`src/rtl/mel_frame_buffer.sv`:
```
// mel_frame_buffer: collects the MEL band energies of one frame into a
// ping-pong register buffer and exposes the completed bank to a reader.
module mel_frame_buffer #(
  parameter int unsigned N_MEL           = 32,
  parameter int unsigned DATAOUT_WIDTH   = 16,
  parameter int unsigned FRAME_CNT_WIDTH = 8
) (
  input  logic                       clk,
  input  logic                       rst_n,
  input  logic                       spi_en_inf_system_sync,
  input  logic                       even_mel_valid,
  input  logic                       odd_mel_valid,
  input  logic [DATAOUT_WIDTH-1:0]   mel_value,
  output logic                       frame_valid,
  output logic                       rd_bank,
  input  logic                       rd_en,
  input  logic [$clog2(N_MEL)-1:0]   rd_addr,
  output logic [DATAOUT_WIDTH-1:0]   rd_data,
  output logic                       rd_data_valid,
  input  logic                       frame_done,
  output logic [FRAME_CNT_WIDTH-1:0] frame_cnt,
  output logic                       overflow,
  output logic                       seq_err
);

  localparam int unsigned HALF   = N_MEL / 2;
  localparam int unsigned CNT_W  = $clog2(HALF) + 1;
  localparam int unsigned ADDR_W = $clog2(N_MEL);

  logic [DATAOUT_WIDTH-1:0]   mem_q [2][N_MEL];

  logic [CNT_W-1:0]           even_cnt_q, even_cnt_d;
  logic [CNT_W-1:0]           odd_cnt_q, odd_cnt_d;
  logic                       wr_bank_q, wr_bank_d;
  logic                       rd_bank_q, rd_bank_d;
  logic                       frame_valid_q, frame_valid_d;
  logic [DATAOUT_WIDTH-1:0]   rd_data_q, rd_data_d;
  logic                       rd_data_valid_q, rd_data_valid_d;
  logic [FRAME_CNT_WIDTH-1:0] frame_cnt_q, frame_cnt_d;
  logic                       overflow_q, overflow_d;
  logic                       seq_err_q, seq_err_d;

  logic                       en_c;
  logic                       even_req_c, odd_req_c;
  logic                       even_full_c, odd_full_c;
  logic                       even_wr_c, odd_wr_c;
  logic                       final_wr_c;
  logic [ADDR_W-1:0]          wr_addr_c;

  // Strobe qualification: even wins a collision, full counters reject strobes.
  assign en_c        = spi_en_inf_system_sync;
  assign even_req_c  = en_c & even_mel_valid;
  assign odd_req_c   = en_c & odd_mel_valid;
  assign even_full_c = (even_cnt_q == CNT_W'(HALF));
  assign odd_full_c  = (odd_cnt_q == CNT_W'(HALF));
  assign even_wr_c   = even_req_c & ~even_full_c;
  assign odd_wr_c    = odd_req_c & ~even_req_c & ~odd_full_c;
  assign wr_addr_c   = even_wr_c ? ADDR_W'({even_cnt_q, 1'b0})
                                 : ADDR_W'({odd_cnt_q, 1'b1});

  // Next-state: fill counters, frame completion/swap, release, read, flags.
  always_comb begin
    even_cnt_d      = even_cnt_q;
    odd_cnt_d       = odd_cnt_q;
    wr_bank_d       = wr_bank_q;
    rd_bank_d       = rd_bank_q;
    frame_valid_d   = frame_valid_q;
    rd_data_d       = rd_data_q;
    rd_data_valid_d = 1'b0;
    frame_cnt_d     = frame_cnt_q;
    overflow_d      = overflow_q;
    seq_err_d       = seq_err_q;
    final_wr_c      = 1'b0;

    if ((even_req_c & odd_req_c) | (even_req_c & even_full_c) |
        (odd_req_c & odd_full_c)) begin
      seq_err_d = 1'b1;
    end

    even_cnt_d = even_cnt_q + CNT_W'(even_wr_c);
    odd_cnt_d  = odd_cnt_q + CNT_W'(odd_wr_c);
    final_wr_c = (even_wr_c | odd_wr_c) &
                 (even_cnt_d == CNT_W'(HALF)) & (odd_cnt_d == CNT_W'(HALF));

    // Reads always use the pre-swap bank.
    if (en_c & rd_en & frame_valid_q) begin
      rd_data_d       = mem_q[rd_bank_q][rd_addr];
      rd_data_valid_d = 1'b1;
    end

    if (final_wr_c) begin
      even_cnt_d = '0;
      odd_cnt_d  = '0;
      if (!frame_valid_q || frame_done) begin
        rd_bank_d     = wr_bank_q;
        wr_bank_d     = ~wr_bank_q;
        frame_valid_d = 1'b1;
        frame_cnt_d   = frame_cnt_q + FRAME_CNT_WIDTH'(1);
      end else begin
        overflow_d = 1'b1;
      end
    end else if (en_c & frame_done & frame_valid_q) begin
      frame_valid_d = 1'b0;
    end

    // Soft clear returns all control state to its reset values.
    if (!en_c) begin
      even_cnt_d      = '0;
      odd_cnt_d       = '0;
      wr_bank_d       = 1'b0;
      rd_bank_d       = 1'b0;
      frame_valid_d   = 1'b0;
      rd_data_d       = '0;
      rd_data_valid_d = 1'b0;
      frame_cnt_d     = '0;
      overflow_d      = 1'b0;
      seq_err_d       = 1'b0;
    end
  end

  // Control state registers with synchronous active-low reset.
  always_ff @(posedge clk) begin
    if (!rst_n) begin
      even_cnt_q      <= '0;
      odd_cnt_q       <= '0;
      wr_bank_q       <= 1'b0;
      rd_bank_q       <= 1'b0;
      frame_valid_q   <= 1'b0;
      rd_data_q       <= '0;
      rd_data_valid_q <= 1'b0;
      frame_cnt_q     <= '0;
      overflow_q      <= 1'b0;
      seq_err_q       <= 1'b0;
    end else begin
      even_cnt_q      <= even_cnt_d;
      odd_cnt_q       <= odd_cnt_d;
      wr_bank_q       <= wr_bank_d;
      rd_bank_q       <= rd_bank_d;
      frame_valid_q   <= frame_valid_d;
      rd_data_q       <= rd_data_d;
      rd_data_valid_q <= rd_data_valid_d;
      frame_cnt_q     <= frame_cnt_d;
      overflow_q      <= overflow_d;
      seq_err_q       <= seq_err_d;
    end
  end

  // Band storage; contents are not reset.
  always_ff @(posedge clk) begin
    if (rst_n && (even_wr_c || odd_wr_c)) begin
      mem_q[wr_bank_q][wr_addr_c] <= mel_value;
    end
  end

  assign frame_valid   = frame_valid_q;
  assign rd_bank       = rd_bank_q;
  assign rd_data       = rd_data_q;
  assign rd_data_valid = rd_data_valid_q;
  assign frame_cnt     = frame_cnt_q;
  assign overflow      = overflow_q;
  assign seq_err       = seq_err_q;

endmodule
```
`config.mk`:
```
export PLATFORM = sky130hd
export DESIGN_NAME = mel_frame_buffer
export DESIGN_NICKNAME = d
export VERILOG_FILES = /design/src/rtl/mel_frame_buffer.sv
export SDC_FILE = /design/constraint.sdc
export NUM_CORES = 1
export LEC_CHECK = 0
export BUFFER_PORTS_ARGS = -buffer_cell sky130_fd_sc_hd__buf_2
export CORE_MARGIN = 5
export CORE_UTILIZATION = 62
export CTS_CLUSTER_SIZE = 16
export DETAILED_ROUTE_END_ITERATION = 10
export PLACE_DENSITY = 0.79
export SLEW_MARGIN = 40
export SYNTH_ARGS = -nofsm -noshare
export SYNTH_HDL_FRONTEND = slang
export SYNTH_SLANG_ARGS = --single-unit
```
`constraint.sdc`:
```
create_clock -name clk -period 4.4 [get_ports clk]
set_input_delay 0.44 -clock clk [delete_from_list [all_inputs] [get_ports clk]]
set_output_delay 0.44 -clock clk [all_outputs]
set_load 0.02 [all_outputs]
```
==> run metrics, run 1 <==
area delta synth->final 12.0%; CTS tree done; Post-CTS Hold Fix Bufs 0; RSZ-0062 raised after global routing no; Worst slew margin 0.455; critical path peak fanout 9; Nets 2079; largest net degree at the start of global routing 78; critical path's slowest cell or3_1; Synth Net Count 1925; kind of critical path reg -> reg; Unique masters post-synth 49; final setup fails 0; Setup TNS 0 ns; cell area power density 438 mW/mm²; vias in the first global route 21.1k; core area 0.0655 mm²; crit path cell chain or3_1 > o211ai_2 > inv_1 > ha_1 > ha_1 > or3_1 > nor3_1 > nand4_1 > nor4_1 > mux2i_1; CTS H-Tree Depth 3; final antenna-violating net count 0; sequential area share after synthesis 0.775; Pre-antenna DRT Iters 10; worst path arrival time 4.38 ns; Die Width 266 µm; Vias/cell 6.96; failing checks DRC; met1 WL 34.5 mm; Max Root-Sink Buffers 3; Die Y 266 µm; Initial Util 0.622; Hold Path Class in -> reg; final WL 95.2 mm; slew at the pin closest to its max-slew limit 0.817 ns; Row Count 94; initial antenna violation count 3; fraction of registers with async set/reset 0; Fmax 0.262 GHz; Post-synth EDFFs 1024; clock latency on the worst-skew pair 0.64 ns; WL/cell 31.8 µm; status complete, but fails checks; #FFs+latches synth 1065; most common cell after layout, fill and taps aside edfxtp_1; die area 0.0710 mm²; final core occ 0.697; Final period util 0.867; # IOs 57; DR vias 20.8k; first-pass GRT wire length 141 mm; hpwl dp 52.5 mm; Root Driver clkbuf_16; maximum VDD drop 0.000269 V; Post-CTS Setup Bufs 0; gr usage total 0.271; final hold violations 0; Multi-input gate area 0.00863 mm²; met2 WL post-DR 46.4 mm; register area 0.0316 mm²; Mapped Area 0.0408 mm²; Max-cap violations 0; crit start category flip-flop; Synth Instances 1892; fill cell count 3666; Syn Area/Cell 21.5 µm²; Req. time, crit path 4.96 ns; CP Capture Type flip-flop; routed wl met3 11.2 mm; Max Used Layer met5; clock transition at the registers of the reported paths 0.07 ns; clock skew 0.0234 ns; Iteration-0 DRC Markers 3047; most frequent cells in the layout edfxtp_1, mux4_2, clkbuf_16; CTS buffer count 100; Pleak 14.1 nW; RePlAce Congestion 0.913; minimum clock period 3.82 ns; Top FF cell, synth edfxtp_1; total grt overflow 0; count of pins over their slew limit 0; CP peak stage delay 0.45 ns; # DRC 1; Synth Warn # 0; IO Port Bufs 56; CTS-repair resized insts 0; layout cell share with drive strength beyond 1 0.267; Sink Count 1065
==> critical path, delay by kind of cell (launching register included) <==
kind | cells | cell delay (ns)
AND/OR/NAND/NOR | 5 | 2.07
multiplexers | 1 | 0.23
buffers and inverters | 1 | 0.19
flip-flops | 1 | 0.38
adder cells (fa/ha/maj) | 2 | 0.55
AO/OA/AOI/OAI | 1 | 0.30
==> Yosys cell counts, drive strengths merged (2+ instances only) <==
cell       n  area share
edfxtp  1024        0.75
mux4     256        0.14
nor2      89      0.0083
buf       72       0.011
a22oi     61       0.011
dfxtp     41       0.020
nand3     40      0.0049
nand2     38      0.0035
clkbuf    32      0.0030
a21oi     26      0.0032
nor4      22      0.0034
or4       18      0.0033
a211oi    17      0.0031
a221oi    16      0.0034
o22ai     16      0.0025
a22o      15      0.0032
nand2b    13      0.0020
nand4     12      0.0018
mux2i     10      0.0025
nor3       9      0.0011
and3       8      0.0012
inv        7     0.00064
ha         5      0.0015
o21ai      5     0.00061
o31ai      4     0.00074
xnor2      4     0.00086
and4       3     0.00064
mux2       3     0.00083
nand4b     3     0.00064
nor2b      3     0.00052
o211ai     3     0.00068
or3        3     0.00046
xor2       3     0.00064
a221o      2     0.00049
and2       2     0.00031
o21a       2     0.00037
==> routing by layer <==
metal | up-vias | GRT usage
met5 | - | 0
met2 | 1545 | 0.425
met4 | 4 | 0.0902
met3 | 191 | 0.0551
met1 | 10800 | 0.393
li1 | 8338 | -
==> area by class of cell <==
cell class | count | area share
inverters | 7 | 0.000575
flip-flops and latches | 1065 | 0.692
diodes | 1 | 0.0000548
multi-input cells | 716 | 0.189
well taps | 864 | 0.0237
clock inverters | 58 | 0.0107
repair buffers | 156 | 0.0255
clock buffers | 127 | 0.0589
==> logic make-up after synthesis <==
family	share of synthesized area
AO/OA/AOI/OAI	0.0304
buffers and inverters	0.0146
XOR/XNOR	0.00150
AND/OR/NAND/NOR	0.0326
multiplexers	0.145
adder cells (fa/ha/maj)	0.00154
flip-flops	0.775
==> final timing paths <==
check,startpoint,to,slack [ns],depth (start not counted)
max reg2reg,even_cnt_q[1],frame_cnt[6],0.58,10
min,rst_n,odd_cnt_q[0],0.13,2
min reg2reg,seq_err,seq_err,0.47,1
max,even_cnt_q[1],frame_cnt[6],0.58,10
==> metrics by stage <==
stage | hold WS, ns | setup WS, ns | instances | instance area [µm²] | power, W
after global placement | 0.449 | 1.04 | 2807 | 42400 | 0.0118
after CTS | 0.0990 | 0.740 | 2992 | 45600 | 0.0201
final | 0.127 | 0.584 | 2994 | 45700 | 0.0200
after floorplan | 0.539 | 1.36 | 1892 | 40800 | 0.0116
after global routing | 0.137 | 0.472 | 2994 | 45700 | 0.0206
after detailed placement | 0.461 | 0.839 | 2807 | 42500 | 0.0118
==> flip-flops by register name, summed over array words and instances, names as in the netlist, named ones only <==
name / cells
seq_err: 1
overflow: 1
frame_cnt: 8
frame_valid: 1
odd_cnt_q: 5
rd_data_valid: 1
even_cnt_q: 5
rd_bank: 1
mem_q: 1024
wr_bank_q: 1
rd_data: 16
==> report_power, final <==
group	internal (W)	switching [W]
combinational	0.000144	0.000386
sequential	0.0111	0.00000368
clock	0.00478	0.00359
Power figures use the tool's default switching activity.
==> inputs of run 2 (changes only) <==
CORE_ASPECT_RATIO = 1.5   (was unset)
SKIP_LAST_GASP = 1   (was unset)
==> run 2 against run 1 <==
Worst setup slack better by 0.22 ns. Utilization fell by 0.36 points. Sequential share of layout area is 0.56 points higher. Total power shrank 3.5%. Clock power fell by 8.0%. Critical path depth did not move. The run now ends clean. Combinational power down 4.5%. Final cell count is 0.47% lower.
==> run metrics, run 2 (synthesized netlist as in run 1, its figures left out) <==
status finished clean; final core occ 0.693; gr usage total 0.268; Die Width 219 µm; # DRC 0; final setup fails 0; Pre-antenna DRT Iters 6; Row Count 115; power share of the clock group 0.399; register area 0.0316 mm²; clock latency on the worst-skew pair 0.65 ns; Nets 2063; clock skew 0.0210 ns; sequential power share 0.575; WL/cell 31.2 µm; largest register by flop count mem_q; CP Capture Type flip-flop; worst path arrival time 4.16 ns; fill cell count 3795; Req. time, crit path 4.96 ns; sw power 0.00377 W; Die Y 324 µm; RePlAce Congestion 0.864; crit start category flip-flop; placed cell count 2817; Multi-input gate area 0.00863 mm²; Pleak 14.0 nW; number of flip-flops in the largest register 1024; Fmax 0.278 GHz; sw frac 0.195; IO Port Bufs 56; # IOs 57; Post-CTS Hold Fix Bufs 0; total grt overflow 0; critical path peak fanout 9; vias in the first global route 20.7k; CTS tree done; Post-CTS Setup Bufs 0; Vias/cell 6.81; Worst slew margin 0.438; CTS buffer count 88; hpwl dp 53.8 mm; Hold Path Class in -> reg; most frequent cells in the layout edfxtp_1, mux4_2, buf_4; CTS H-Tree Depth 3; Initial Util 0.624; Root Driver clkbuf_16; Max-cap violations 0; Final period util 0.818; DR vias 20.3k; combinational power share 0.026; core area 0.0653 mm²; Iteration-0 DRC Markers 2865; area delta synth->final 11.1%; most common cell after layout, fill and taps aside edfxtp_1; Max Root-Sink Buffers 3; kind of critical path reg -> reg; CTS-repair resized insts 0; layout cell share with drive strength beyond 1 0.262; largest net degree at the start of global routing 65; clock transition at the registers of the reported paths 0.07 ns; slew at the pin closest to its max-slew limit 0.843 ns; Setup TNS 0 ns; Sink Count 1065; final hold violations 0; count of pins over their slew limit 0; first-pass GRT wire length 138 mm; final WL 93.1 mm; RSZ-0062 raised after global routing no; initial antenna violation count 3; die area 0.0711 mm²; Internal 0.0156 W; maximum VDD drop 0.000300 V; Cell Count, Final, Fillers Out 2980; final antenna-violating net count 0; cell area power density 427 mW/mm²; Overall Power 0.0193 W; minimum clock period 3.60 ns
## run 2: changes by cell type in the layout (fill, tap and decap cells not counted), moves of 2 or more
cell,before,now
clkinvlp_4,10,1
clkbuf_8,2,5
clkinv_1,23,9
buf_4,101,96
clkbuf_16,103,91
inv_6,1,3
clkinv_2,16,19
clkbuf_1,22,27
## run 2: cell type report
cell class,count,area share
well taps,877,0.0242
inverters,7,0.000580
clock buffers,123,0.0540
repair buffers,152,0.0253
diodes,1,0.0000553
multi-input cells,716,0.190
flip-flops and latches,1065,0.697
clock inverters,39,0.00823
## run 2: worst paths after layout
check,end,start,cells past startpoint,slack (ns)
worst max-delay path,frame_cnt[6],even_cnt_q[1],10,0.80
worst min-delay path,odd_cnt_q[1],rst_n,2,0.14
worst max register to register,frame_cnt[6],even_cnt_q[1],10,0.80
worst min register to register,seq_err,seq_err,1,0.48
## run 2: through the flow
| stage | setup slack [ns] | hold WS (ns) | cell area [µm²] |
|---|---|---|---|
| detailed placement | 0.923 | 0.466 | 42500 |
| CTS | 0.891 | 0.101 | 45300 |
| floorplan | 1.36 | 0.539 | 40800 |
| global route | 0.514 | 0.131 | 45300 |
| finish | 0.799 | 0.138 | 45300 |
| global placement | 1.04 | 0.457 | 42400 |
## run 2: layer usage
metal | vias up | global-route usage | wire length (µm)
met5 | - | 0 | 13
met4 | 2 | 0.121 | 4480
met3 | 233 | 0.0485 | 8760
met2 | 1302 | 0.445 | 47600
met1 | 10500 | 0.355 | 32200
li1 | 8280 | - | -
## run 2: worst max-delay path: stages, from the launching register on
cell      delay (ns)
dfxtp_1         0.37
or3_1           0.45
o211ai_2        0.28
inv_1           0.16
ha_1            0.23
ha_1            0.30
or3_1           0.40
nor3_1          0.30
nand4_1         0.37
nor4_1          0.44
mux2i_1         0.24
## run 2: power by group through the flow
stage / registers, W / logic, W / clock network (W)
floorplan: 0.0113 / 0.000225 / 0
global placement: 0.0113 / 0.000471 / 0
detailed placement: 0.0113 / 0.000497 / 0
CTS: 0.0111 / 0.000501 / 0.00779
global route: 0.0111 / 0.000534 / 0.00825
finish: 0.0111 / 0.000506 / 0.00771
